`src/rtl/support_pkg.sv`:
```
// support_pkg: constants and helpers shared by the support-CPU SPI receive path.
//   - SPI framing constants (bits per byte, idle pin levels)
//   - status-byte field layout returned on MISO
//   - default FIFO depth
package support_pkg;

    localparam int          SPI_BITS      = 8;
    localparam int          SPI_BCW       = $clog2(SPI_BITS);
    localparam logic        SPI_SS_IDLE   = 1'b1;
    localparam logic        SPI_SCK_IDLE  = 1'b0;
    localparam logic        SPI_MISO_IDLE = 1'b1;

    // Status byte: {overrun, free[6:0]}
    localparam int          STAT_OVR_BIT  = 7;
    localparam int          STAT_FREE_W   = 7;
    localparam int unsigned STAT_FREE_MAX = (1 << STAT_FREE_W) - 1;

    localparam int          DEFAULT_DEPTH = 16;

    typedef struct packed {
        logic ss_n;
        logic sck;
        logic mosi;
    } spi_pins_t;

    localparam spi_pins_t SPI_PINS_IDLE = '{ss_n: SPI_SS_IDLE, sck: SPI_SCK_IDLE, mosi: 1'b0};

    // Free space saturates so large FIFOs still fit the 7-bit field.
    function automatic logic [SPI_BITS-1:0] status_byte(input logic ovr, input int unsigned free_bytes);
        logic [SPI_BITS-1:0] s;
        s = '0;
        s[STAT_OVR_BIT] = ovr;
        s[STAT_FREE_W-1:0] = (free_bytes > STAT_FREE_MAX) ? STAT_FREE_W'(STAT_FREE_MAX)
                                                          : STAT_FREE_W'(free_bytes);
        return s;
    endfunction

endpackage

```
`src/rtl/support_byte_fifo.sv`:
```
// support_byte_fifo: dual-pointer show-ahead byte FIFO.
//   clk_i, n_reset_i     clock, async active-low reset
//   push_i, push_data_i  write one byte (caller guarantees not full, or popping)
//   pop_i                drop the head byte (caller guarantees not empty)
//   full_o, empty_o      combinational from the registered count
//   count_o              bytes held, 0..DEPTH
//   d_avail_o, data_o    registered head view, one edge behind count/pointers
module support_byte_fifo
    import support_pkg::*;
#(
    parameter int DEPTH = DEFAULT_DEPTH,
    parameter int AW    = 4
) (
    input  logic                clk_i,
    input  logic                n_reset_i,
    input  logic                push_i,
    input  logic [SPI_BITS-1:0] push_data_i,
    input  logic                pop_i,
    output logic                full_o,
    output logic                empty_o,
    output logic [AW:0]         count_o,
    output logic                d_avail_o,
    output logic [SPI_BITS-1:0] data_o
);

    logic [SPI_BITS-1:0] mem_q [DEPTH];
    logic [AW-1:0]       wr_ptr_q, wr_ptr_d, rd_ptr_q, rd_ptr_d;
    logic [AW:0]         count_q, count_d;
    logic                d_avail_q, d_avail_d;
    logic [SPI_BITS-1:0] data_q, data_d;

    // Pointers are exactly log2(DEPTH) wide, so they wrap modulo DEPTH for free.
    always_comb begin
        wr_ptr_d  = wr_ptr_q + AW'(push_i);
        rd_ptr_d  = rd_ptr_q + AW'(pop_i);
        count_d   = count_q + (AW+1)'(push_i) - (AW+1)'(pop_i);
        d_avail_d = (count_q != '0);
        data_d    = d_avail_d ? mem_q[rd_ptr_q] : '0;
    end

    always_ff @(posedge clk_i) begin
        if (push_i) mem_q[wr_ptr_q] <= push_data_i;
    end

    always_ff @(posedge clk_i or negedge n_reset_i) begin
        if (!n_reset_i) begin
            wr_ptr_q  <= '0;
            rd_ptr_q  <= '0;
            count_q   <= '0;
            d_avail_q <= 1'b0;
            data_q    <= '0;
        end else begin
            wr_ptr_q  <= wr_ptr_d;
            rd_ptr_q  <= rd_ptr_d;
            count_q   <= count_d;
            d_avail_q <= d_avail_d;
            data_q    <= data_d;
        end
    end

    assign full_o    = (count_q == (AW+1)'(DEPTH));
    assign empty_o   = (count_q == '0);
    assign count_o   = count_q;
    assign d_avail_o = d_avail_q;
    assign data_o    = data_q;

endmodule

```
`src/rtl/support_spi_rx.sv`:
```
// support_spi_rx: SPI mode-0 slave receiver feeding the code-upload DMA.
//   clk_i, n_reset_i                 system clock, async active-low reset
//   spi_sck_i, spi_ss_n_i, spi_mosi_i async SPI pins (synchronised here)
//   spi_miso_o                       status byte {overrun, free[6:0]}, 1 while idle
//   rd_i                             one-cycle pop strobe from the DMA
//   d_avail_o, data_o, count_o       show-ahead FIFO head and fill level
//   overrun_o                        sticky dropped-byte flag
// Optional feature macro: SUPPORT_SPI_RX_OVERRUN_EN builds the overrun flag;
// without it overrun_o and status bit 7 are tied to 0.
module support_spi_rx
    import support_pkg::*;
#(
    parameter int DEPTH = DEFAULT_DEPTH,
    parameter int AW    = 4
) (
    input  logic                clk_i,
    input  logic                n_reset_i,
    input  logic                spi_sck_i,
    input  logic                spi_ss_n_i,
    input  logic                spi_mosi_i,
    output logic                spi_miso_o,
    input  logic                rd_i,
    output logic                d_avail_o,
    output logic [SPI_BITS-1:0] data_o,
    output logic [AW:0]         count_o,
    output logic                overrun_o
);

    localparam int unsigned DEPTH_U = DEPTH;

    spi_pins_t pins_in, sync1_q, sync2_q;
    logic      sck_dly_q, ss_dly_q;
    logic      sck_rise, sck_fall, ss_fall, ss_act;

    logic [SPI_BITS-1:0] rx_sh_q, rx_sh_d, tx_sh_q, tx_sh_d, status;
    logic [SPI_BCW-1:0]  bit_cnt_q, bit_cnt_d;
    logic                push_req_q, push_req_d;
    logic                tx_skip_q, tx_skip_d;
    logic                ovr;

    logic                fifo_full, fifo_empty, pop, push_ok;
    logic [AW:0]         fifo_count;

    assign pins_in = '{ss_n: spi_ss_n_i, sck: spi_sck_i, mosi: spi_mosi_i};

    always_ff @(posedge clk_i or negedge n_reset_i) begin
        if (!n_reset_i) begin
            sync1_q   <= SPI_PINS_IDLE;
            sync2_q   <= SPI_PINS_IDLE;
            sck_dly_q <= SPI_SCK_IDLE;
            ss_dly_q  <= SPI_SS_IDLE;
        end else begin
            sync1_q   <= pins_in;
            sync2_q   <= sync1_q;
            sck_dly_q <= sync2_q.sck;
            ss_dly_q  <= sync2_q.ss_n;
        end
    end

    assign sck_rise = sync2_q.sck & ~sck_dly_q;
    assign sck_fall = ~sync2_q.sck & sck_dly_q;
    assign ss_fall  = ~sync2_q.ss_n & ss_dly_q;
    assign ss_act   = ~sync2_q.ss_n;

    assign status = status_byte(ovr, DEPTH_U - 32'(fifo_count));

    // Byte completion happens on the 8th rise, but mode 0 still delivers the
    // 8th fall afterwards; that fall must not shift away the freshly loaded
    // status MSB, so it is consumed via tx_skip instead of shifting.
    always_comb begin
        rx_sh_d    = rx_sh_q;
        bit_cnt_d  = bit_cnt_q;
        push_req_d = 1'b0;
        tx_sh_d    = tx_sh_q;
        tx_skip_d  = tx_skip_q;
        if (!ss_act) begin
            bit_cnt_d = '0;
            tx_sh_d   = {SPI_BITS{SPI_MISO_IDLE}};
            tx_skip_d = 1'b0;
        end else begin
            if (sck_rise) begin
                rx_sh_d   = {rx_sh_q[SPI_BITS-2:0], sync2_q.mosi};
                bit_cnt_d = bit_cnt_q + SPI_BCW'(1);
                if (bit_cnt_q == SPI_BCW'(SPI_BITS - 1)) begin
                    push_req_d = 1'b1;
                    tx_sh_d    = status;
                    tx_skip_d  = 1'b1;
                end
            end else if (sck_fall) begin
                if (tx_skip_q) tx_skip_d = 1'b0;
                else           tx_sh_d   = {tx_sh_q[SPI_BITS-2:0], SPI_MISO_IDLE};
            end
            if (ss_fall) begin
                tx_sh_d   = status;
                tx_skip_d = 1'b0;
            end
        end
    end

    always_ff @(posedge clk_i or negedge n_reset_i) begin
        if (!n_reset_i) begin
            rx_sh_q    <= '0;
            bit_cnt_q  <= '0;
            push_req_q <= 1'b0;
            tx_sh_q    <= {SPI_BITS{SPI_MISO_IDLE}};
            tx_skip_q  <= 1'b0;
        end else begin
            rx_sh_q    <= rx_sh_d;
            bit_cnt_q  <= bit_cnt_d;
            push_req_q <= push_req_d;
            tx_sh_q    <= tx_sh_d;
            tx_skip_q  <= tx_skip_d;
        end
    end

    // fifo_empty guards the cycle after the last pop, when d_avail_o still lags high.
    assign pop     = rd_i & d_avail_o & ~fifo_empty;
    assign push_ok = push_req_q & (~fifo_full | pop);

`ifdef SUPPORT_SPI_RX_OVERRUN_EN
    logic ovr_q;
    always_ff @(posedge clk_i or negedge n_reset_i) begin
        if (!n_reset_i)                 ovr_q <= 1'b0;
        else if (push_req_q & ~push_ok) ovr_q <= 1'b1;
    end
    assign ovr = ovr_q;
`else
    assign ovr = 1'b0;
`endif

    support_byte_fifo #(.DEPTH(DEPTH), .AW(AW)) u_fifo (
        .clk_i       (clk_i),
        .n_reset_i   (n_reset_i),
        .push_i      (push_ok),
        .push_data_i (rx_sh_q),
        .pop_i       (pop),
        .full_o      (fifo_full),
        .empty_o     (fifo_empty),
        .count_o     (fifo_count),
        .d_avail_o   (d_avail_o),
        .data_o      (data_o)
    );

    assign count_o    = fifo_count;
    assign overrun_o  = ovr;
    assign spi_miso_o = tx_sh_q[SPI_BITS-1];

endmodule

```
`config.mk`:
```
export PLATFORM = sky130hd
export DESIGN_NAME = support_spi_rx
export DESIGN_NICKNAME = d
export VERILOG_FILES = /design/src/rtl/support_pkg.sv /design/src/rtl/support_byte_fifo.sv /design/src/rtl/support_spi_rx.sv
export SDC_FILE = /design/constraint.sdc
export NUM_CORES = 1
export LEC_CHECK = 0
export ABC_AREA = 1
export BUFFER_PORTS_ARGS = -buffer_cell sky130_fd_sc_hd__buf_4
export CORE_ASPECT_RATIO = 1.75
export CORE_MARGIN = 2
export CORE_UTILIZATION = 55
export CTS_CLUSTER_SIZE = 30
export DETAILED_ROUTE_END_ITERATION = 10
export HOLD_SLACK_MARGIN = 0.08
export PLACE_DENSITY_LB_ADDON = 0.2
export SKIP_CTS_REPAIR_TIMING = 1
export SLEW_MARGIN = 25
export SYNTH_ARGS = -nofsm -noshare
export SYNTH_HDL_FRONTEND = slang
export SYNTH_HIERARCHICAL = 1
export SYNTH_SLANG_ARGS = --single-unit
```
`constraint.sdc`:
```
create_clock -name clk_i -period 3.7 [get_ports clk_i]
set_input_delay 0.74 -clock clk_i [delete_from_list [all_inputs] [get_ports clk_i]]
set_output_delay 0.74 -clock clk_i [all_outputs]
set_load 0.005 [all_outputs]
```
==> run metrics, run 1 <==
Tmin final 3.24 ns; Syn. warnings 6; P&R area growth vs syn 10.5%; most frequent CP cell nor2_1; Cell Area, Synth 7450 um2; worst slack, placed roughly 0.53 ns; share of cells above drive strength 1 0.119; drt wl/cell 18.6 um; CP Depth 16; Routability Congestion between 0.8 and 0.9; top-count cell post-synth nand2_1; top cells by count, synth nand2_1 (204), edfxtp_1 (128), nand3_1 (111); CP Capture Type register; unrepaired setup endpoints after global routing false; vias in the first global route 4786; Worst VDD drop 0.000480 V; first-pass GRT wire length 25.0 mm; register area share after synthesis 0.689; met3 usage 0.0371; largest net degree at the start of global routing 66; Core Rows between 50 and 60; Comb pwr share 0.281; post-synthesis compound-gate area fraction 0.0195; max_slew headroom 0.430; met1 usage 0.253; multiplexer share of the synthesized area 0; post-synthesis xor/xnor area fraction 0.0106; clock skew 0.0111 ns; DRC 0; initial antenna violation count 0; DRT iter0 DRCs around 420; die height between 150 and 200 um; Antenna diodes 0; Starting Density 0.560; cell family with most CP delay adder cells; Congestion Overflow GR 0; Synth Flop Type edfxtp_1; routed vias 4769; Final Setup Violations 0; grt met2 use 0.447; ys async rst share 0.285; cell breakdown of the critical path inv_1, ha_1, nand2_1, nor2_1, buf_4, nor2_1, o21a_1, inv_1, ha_1, inv_1, ha_1, fa_1, a21oi_1, nor2_1, nor2_1, xor2_1; TritonCTS buffer count 17; Final Cycle Share 0.876; CTS Buffer Depth 2; Die Area 14500 um2; Yosys top cell by area edfxtp_1; Hold Path Class in2async; H-tree levels 4; crit path launch type register; CTS Root Cell clkbuf_16; Vias per Instance 5.52; Post-Synth Simple-Gate Area 0.212; clock network power share 0.286; Reg2Reg Depth 16; Syn Inst Count 662; Switching Share 0.354; number of fill cells 1075; Synth Net Count 682; top cells by area, synth edfxtp_1 (52%), dfrtp_1 (13%), nand2_1 (10%); Crit path arrival time 3.58 ns; chip width 92.0 um; worst setup margin 0.460 ns; GR peak layer met2; Worst-Skew Late Latency 0.42 ns; worst-path fanout max 10; Yosys top cell area share 0.516; Net Switching between 0.002 and 0.0025 W; final WL 16.1 mm; status completed; max cap viols 0; Cells after DPL approximately 830; CTS tree built; TNS Setup 0 ns; Core Box Area 13300 um2; Pwr Density 744 nW/um2; post-synth cell types 28; largest family of logic cells by synthesized area simple AND/OR/NAND/NOR gates; area share of fa/ha/maj cells after synthesis 0.0245; syn_area_per_cell 11.3 um2; worst path required time 4.04 ns; final slew viol count 0; Port Buf Inserts 20; CP Class reg2reg; Fmax achieved about 310 MHz; Final Hold Fails 0; CP Buf/Inv Count 4; Worst-path clk slew 0.07 ns; CP max stage cell dfrtp_1; Worst-Margin Slew 0.856 ns; number of flops mapped to enable cells by yosys 128; #FFs+latches synth roughly 180; Layout Cells excl Fill 864; hpwl dp 10.6 mm; Int Pwr 0.00396 W; number of I/O pins 22; clock sinks between 150 and 200; static leakage 3.35 nW; GRT Resource Usage Total 0.233; Nets 697; Flop pwr share 0.433; peak per-stage delay on the critical path 0.46 ns; DRT Pass-1 Iters 5; post-route ant nets 0
[cell type report]
cell class              instances  area [um2]  share of cell area
clock buffers                  18         439              0.0534
well taps                     174         218              0.0264
repair buffers                 23         173              0.0210
clock inverters                14         145              0.0176
flip-flops and latches        179        5130               0.624
multi-input cells             422        1990               0.242
inverters                      34         129              0.0157
[cells in the final DEF (no fill, tap or decap), types with 4 or more instances in the layout]
| master | Yosys | layout |
|---|---|---|
| edfxtp_1 | 128 | 128 |
| dfstp_2 | 11 | 11 |
| inv_6 | 0 | 4 |
| clkbuf_16 | 0 | 17 |
| ha_1 | 13 | 13 |
| nand3_1 | 111 | 111 |
| nor2_1 | 44 | 44 |
| nand2_1 | 204 | 204 |
| o21ai_0 | 10 | 10 |
| a21oi_1 | 11 | 11 |
| buf_4 | 2 | 23 |
| inv_1 | 27 | 27 |
| xor2_1 | 8 | 8 |
| inv_2 | 5 | 4 |
| dfrtp_1 | 40 | 39 |
[worst register-to-register path, stage by stage, from the launching register on]
cell,delay (ns)
dfrtp_1,0.46
inv_1,0.11
ha_1,0.23
nand2_1,0.09
nor2_1,0.05
buf_4,0.19
nor2_1,0.24
o21a_1,0.25
inv_1,0.08
ha_1,0.28
inv_1,0.04
ha_1,0.21
fa_1,0.42
a21oi_1,0.17
nor2_1,0.06
nor2_1,0.13
xor2_1,0.15
[kinds of logic (layout without fill, tap and decap cells)]
group / count (synthesis) / count (layout)
DFF: 179 / 179
buffers and inverters: 61 / 89
other: 1 / 1
and+or+nand+nor: 371 / 371
AOI/OAI and AO/OA: 27 / 27
xor gates and xnor gates: 9 / 9
adders and majority gates: 14 / 14
[power groups by stage]
| stage | clock [W] | sequential [W] | combinational, W |
|---|---|---|---|
| 6_report | 0.00175 | 0.00265 | 0.00172 |
| 5_1_grt | 0.00186 | 0.00268 | 0.00189 |
| 2_1_floorplan | 0 | 0.00256 | 0.00131 |
| 3_3_place_gp | 0 | 0.00268 | 0.00165 |
| 4_1_cts | 0.00178 | 0.00266 | 0.00170 |
| 3_5_place_dp | 0 | 0.00270 | 0.00169 |
[routing by layer]
metal | vias up | routed length (um)
met5 | - | 0
met4 | 0 | 330
met2 | 158 | 9150
met3 | 19 | 682
li1 | 2263 | -
met1 | 2329 | 5910
[through the flow]
stage	hold WS [ns]	util	cell area, um2	power, W
final	0.331	0.618	8230	0.00612
after global routing	0.364	0.618	8230	0.00644
after CTS	0.353	0.618	8230	0.00613
after detailed placement	0.339	0.574	7650	0.00439
after global placement	0.340	0.574	7650	0.00434
after floorplan	0.331	-	7450	0.00387
[registers in the layout (all words and copies together) (netlist names), 3 cells and up]
signal	cells
u_fifo/count_o	5
rx_sh_q	8
u_fifo/data_o	8
sync1_q	3
u_fifo/rd_ptr_q	4
u_fifo/mem_q	128
u_fifo/wr_ptr_q	4
tx_sh_q	8
bit_cnt_q	3
sync2_q	3
[final timing paths]
path	slack (ns)	startpoint	endpoint
hold / removal	0.33	n_reset_i	sync1_q[0]
setup reg to reg	0.46	u_fifo/count_o[2]	u_fifo/count_o[4]
setup / recovery	0.46	u_fifo/count_o[2]	u_fifo/count_o[4]
hold reg to reg	0.35	sync1_q[0]	sync2_q[0]
min in group clk_i	0.35	sync1_q[0]	sync2_q[0]
max in group asynchronous	2.88	n_reset_i	u_fifo/rd_ptr_q[0]
(Power assumes the default switching activity.)
==> inputs of run 2 (changes only) <==
==> constraint.sdc (replaced) <==
create_clock -name clk_i -period 3.1 [get_ports clk_i]
set_input_delay 0.62 -clock clk_i [delete_from_list [all_inputs] [get_ports clk_i]]
set_output_delay 0.62 -clock clk_i [all_outputs]
set_load 0.005 [all_outputs]
==> run metrics, run 2 (synthesis results as in run 1) <==
Nets ~700; CP Class reg2reg; Hold Path Class in2async; Worst VDD drop between 0.0006 and 0.0007 V; Port Buf Inserts 20; first-pass GRT wire length 24.9 mm; max cap viols 0; static leakage 3.35 nW; worst-path fanout max 6; most common cell after layout, fill and taps aside nand2_1; most frequent cells in the layout nand2_1 (204), edfxtp_1 (128), nand3_1 (111), nor2_1 (44), dfrtp_1 (39); Placed Area between 7000 and 8000 um2; FF-to-FF setup slack 0.22 ns; Die Area approximately 15000 um2; Core Box Area 13300 um2; clock skew 0.00875 ns; number of I/O pins 22; most frequent CP cell nor2_1; P&R area growth vs syn 10.5%; most flop-heavy register u_fifo/mem_q; Worst-path clk slew approximately 0.07 ns; grt met2 use 0.430; worst hold slack 0.217 ns; routed vias 4784; Fmax achieved roughly 350 MHz; GRT Resource Usage Total 0.235; DRT Pass-1 Iters 5; Routability Congestion 0.831; die height 158 um; post-route ant nets 0; Congestion Overflow GR 0; Vias per Instance 5.52; Final Hold Fails 0; met3 usage 0.0400; vias in the first global route ~5k; GR peak layer met2; CP max stage cell dfrtp_1; clock sinks around 180; cell breakdown of the critical path inv_1, ha_1, nand2_1, nor2_1, nor2_1, o21a_2, inv_1, ha_1, inv_1, ha_1, fa_1, a21oi_1, nor2_1, nor2_1, xor2_1; hpwl dp 10.6 mm; TritonCTS buffer count 17; final slew viol count 0; cell family with most CP delay adder cells; Layout Cells excl Fill 866; Starting Density 0.560; largest net degree at the start of global routing 66; CP Buf/Inv Count 3; Total Power 0.00724 W; initial antenna violation count 0; worst path required time 3.45 ns; Finished Cell Area between 8000 and 9000 um2; Worst-Margin Slew 0.860 ns; unrepaired setup endpoints after global routing false; chip width 92.0 um; DRT iter0 DRCs 505; Worst R2R Start u_fifo/count_o[2]; max FFs per register 128; Tmin final 2.88 ns; met1 usage 0.255; TNS Setup 0 ns; max_slew headroom 0.427; peak per-stage delay on the critical path 0.45 ns; Cells after DPL 834; Final Cycle Share 0.930; end of the worst register-to-register path u_fifo/count_o[4]; CTS tree built; DRC 0; Final Setup Violations 0; H-tree levels 4; Worst-Skew Late Latency between 0.4 and 0.5 ns; Antenna diodes 0; Pwr Density just under 900 nW/um2; crit path launch type register; Crit path arrival time 3.23 ns; drt wl/cell 18.5 um; CTS Root Cell clkbuf_16; Core Rows 56; share of cells above drive strength 1 0.121; Reg2Reg Depth 15; status completed; CP Capture Type register; final WL 16.0 mm; CTS Buffer Depth 2
## run 2: cell count changes in the layout (fill, tap and decap cells not counted), sizes merged
cell / delta
buf: +2
inv: -2
clkinv: +3
clkinvlp: -1
## run 2: stage by stage
step / worst slack (ns) / util
2_1_floorplan: 0.376 / -
3_3_place_gp: 0.275 / 0.575
3_5_place_dp: 0.184 / 0.575
4_1_cts: 0.163 / 0.618
5_1_grt: 0.0574 / 0.618
6_report: 0.218 / 0.618
## run 2: power by group
part           switching [W]  total, W  internal (W)
Combinational        0.00133   0.00205      0.000720
Sequential          0.000306   0.00316       0.00285
Clock               0.000903   0.00204       0.00114
## run 2: how the worst max path moves through the flow
stage | from | endpoint | slack (ns) | cells past startpoint
floorplan | u_fifo/count_o[2] | u_fifo/count_o[4] | 0.38 | 15
global placement | u_fifo/count_o[2] | u_fifo/count_o[4] | 0.27 | 15
detailed placement | u_fifo/count_o[2] | u_fifo/count_o[4] | 0.18 | 15
CTS | u_fifo/count_o[2] | u_fifo/count_o[4] | 0.16 | 15
global route | u_fifo/count_o[2] | u_fifo/count_o[4] | 0.06 | 15
finish | u_fifo/count_o[2] | u_fifo/count_o[4] | 0.22 | 15
## run 2: per-layer routing
layer | vias to the layer above | wire [um]
li1 | 2272 | -
met1 | 2314 | 6020
met2 | 156 | 8610
met3 | 42 | 692
met4 | 0 | 719
met5 | - | 0
## run 2: area by class of cell
class / count / area [um2]
Multi-Input combinational cell: 422 / 1990
Inverter: 34 / 128
Sequential cell: 179 / 5130
Fill cell: 1070 / 5080
Clock inverter: 14 / 129
Timing Repair Buffer: 25 / 188
Clock buffer: 18 / 439
Tap cell: 174 / 218
==> inputs of run 3 (changes only) <==
--- a/config.mk
+++ b/config.mk
@@ -14,6 +14,7 @@
 export DETAILED_ROUTE_END_ITERATION = 10
 export HOLD_SLACK_MARGIN = 0.08
 export PLACE_DENSITY_LB_ADDON = 0.2
+export REMOVE_ABC_BUFFERS = 1
 export SKIP_CTS_REPAIR_TIMING = 1
 export SLEW_MARGIN = 25
 export SYNTH_ARGS = -nofsm -noshare
==> run metrics, run 3 (synthesis results as in run 1) <==
Core Rows 56; CP Class reg2reg; most flop-heavy register u_fifo/mem_q; met2 WL between 8 and 9 mm; DRT iter0 DRCs 450; share of cells above drive strength 1 0.124; most common cell after layout, fill and taps aside nand2_1; Final Setup Violations 0; Nets 701; routed vias 4804; final slew viol count 0; CTS tree built; Pwr Density between 800 and 900 nW/um2; post-route ant nets 0; FF-to-FF setup slack 0.26 ns; number of I/O pins 22; Tmin final 2.84 ns; initial antenna violation count 0; CTS Buffer Depth 2; Congestion Overflow GR 0; clock skew 0.0176 ns; static leakage 3.36 nW; hpwl dp ~10 mm; largest net degree at the start of global routing 66; max_slew headroom 0.445; Worst VDD drop 0.000588 V; Worst R2R Start u_fifo/count_o[2]; first-pass GRT wire length 24.6 mm; chip width 92.0 um; Worst-path clk slew about 0.070 ns; Hold Path Class in2async; TritonCTS buffer count 17; top routing layer used met4; Final Cycle Share 0.916; max FFs per register 128; end of the worst register-to-register path u_fifo/count_o[4]; Final Hold Fails 0; Die Area approximately 15000 um2; most frequent cells in the layout nand2_1 (204), edfxtp_1 (128), nand3_1 (111), nor2_1 (43), dfrtp_1 (39); status completed; CP max stage cell dfrtp_1; H-tree levels 4; Antenna diodes 0; P&R area growth vs syn 10.7%; max cap viols 0; worst path required time 3.45 ns; DRC 0; CP Capture Type register; worst hold slack 0.207 ns; drt wl/cell 17.9 um; worst-path fanout max 6; number of fill cells 1068; Vias per Instance 5.53; GRT Resource Usage Total 0.230; CTS Root Cell clkbuf_16; crit path launch type register; Metal-1 WL 5.74 mm; vias in the first global route approximately 4.8k; Reg2Reg Depth 15; Crit path arrival time 3.19 ns; final WL 15.5 mm; Core Box Area about 13000 um2; Port Buf Inserts 20; clock sinks 179; peak per-stage delay on the critical path 0.46 ns; Fmax achieved about 350 MHz; Worst-Skew Late Latency 0.43 ns; cell breakdown of the critical path inv_1, ha_1, nand2_1, nor2_1, nor2_2, o21a_2, inv_1, ha_1, inv_1, ha_1, fa_1, a21oi_1, nor2_1, nor2_1, xor2_1; metal3 WL 679 um; Routability Congestion 0.875; DRT Pass-1 Iters 8; unrepaired setup endpoints after global routing false; Worst-Margin Slew 0.832 ns; die height 158 um; TNS Setup 0 ns; Starting Density 0.560
run 3: cell types whose count changed in the layout (fill, tap and decap cells not counted):
cell and delta:
nor2_1 -1, clkbuf_1 +2, clkinv_1 -1, inv_6 +1
nor2_2 +1, clkinv_2 -2, buf_4 +2
run 3: worst max path at each step:
| stage | start | end | slack [ns] | depth (start not counted) |
|---|---|---|---|---|
| floorplan | u_fifo/count_o[2] | u_fifo/count_o[4] | 0.38 | 15 |
| global route | u_fifo/count_o[2] | u_fifo/count_o[4] | 0.01 | 15 |
| finish | u_fifo/count_o[2] | u_fifo/count_o[4] | 0.26 | 15 |
| CTS | u_fifo/count_o[2] | u_fifo/count_o[4] | 0.16 | 15 |
| detailed placement | u_fifo/count_o[2] | u_fifo/count_o[4] | 0.20 | 15 |
| global placement | u_fifo/count_o[2] | u_fifo/count_o[4] | 0.28 | 15 |
run 3: critical path, delay by kind of cell (launching register included):
| kind | cells | cell delay (ns) |
|---|---|---|
| XOR/XNOR | 1 | 0.17 |
| AND/OR/NAND/NOR | 5 | 0.49 |
| AO/OA/AOI/OAI | 2 | 0.34 |
| buffers and inverters | 3 | 0.20 |
| flip-flops | 1 | 0.46 |
| adder cells (fa/ha/maj) | 4 | 1.11 |
run 3: area by class of cell:
type	instances	area, um2	share of cell area
sequential	179	5130	0.622
timing repair buffer	27	203	0.0246
multi-input combinational	422	2000	0.242
tap	174	218	0.0264
clock inverter	12	124	0.0150
clock buffer	20	447	0.0541
inverter	34	128	0.0155
run 3: through the flow:
step / instance area, um2 / total power (W) / setup slack, ns / utilization / cells
CTS: 8250 / 0.00729 / 0.160 / 0.619 / 868
finish: 8250 / 0.00725 / 0.259 / 0.620 / 868
global placement: 7680 / 0.00520 / 0.285 / 0.577 / 836
detailed placement: 7680 / 0.00525 / 0.199 / 0.577 / 836
floorplan: 7250 / 0.00442 / 0.376 / - / 635
global route: 8250 / 0.00767 / 0.0118 / 0.620 / 868
run 3: metal layers:
layer,global-route usage,vias to the layer above
met1,0.255,2315
met2,0.427,167
li1,-,2278
met4,0.107,0
met3,0.0386,44
met5,0,-
run 3: power breakdown:
part | internal (W) | total (W) | switching (W)
sequential | 0.00285 | 0.00312 | 0.000266
clock | 0.00115 | 0.00204 | 0.000895
combinational | 0.000715 | 0.00209 | 0.00138
total | 0.00471 | 0.00725 | 0.00254
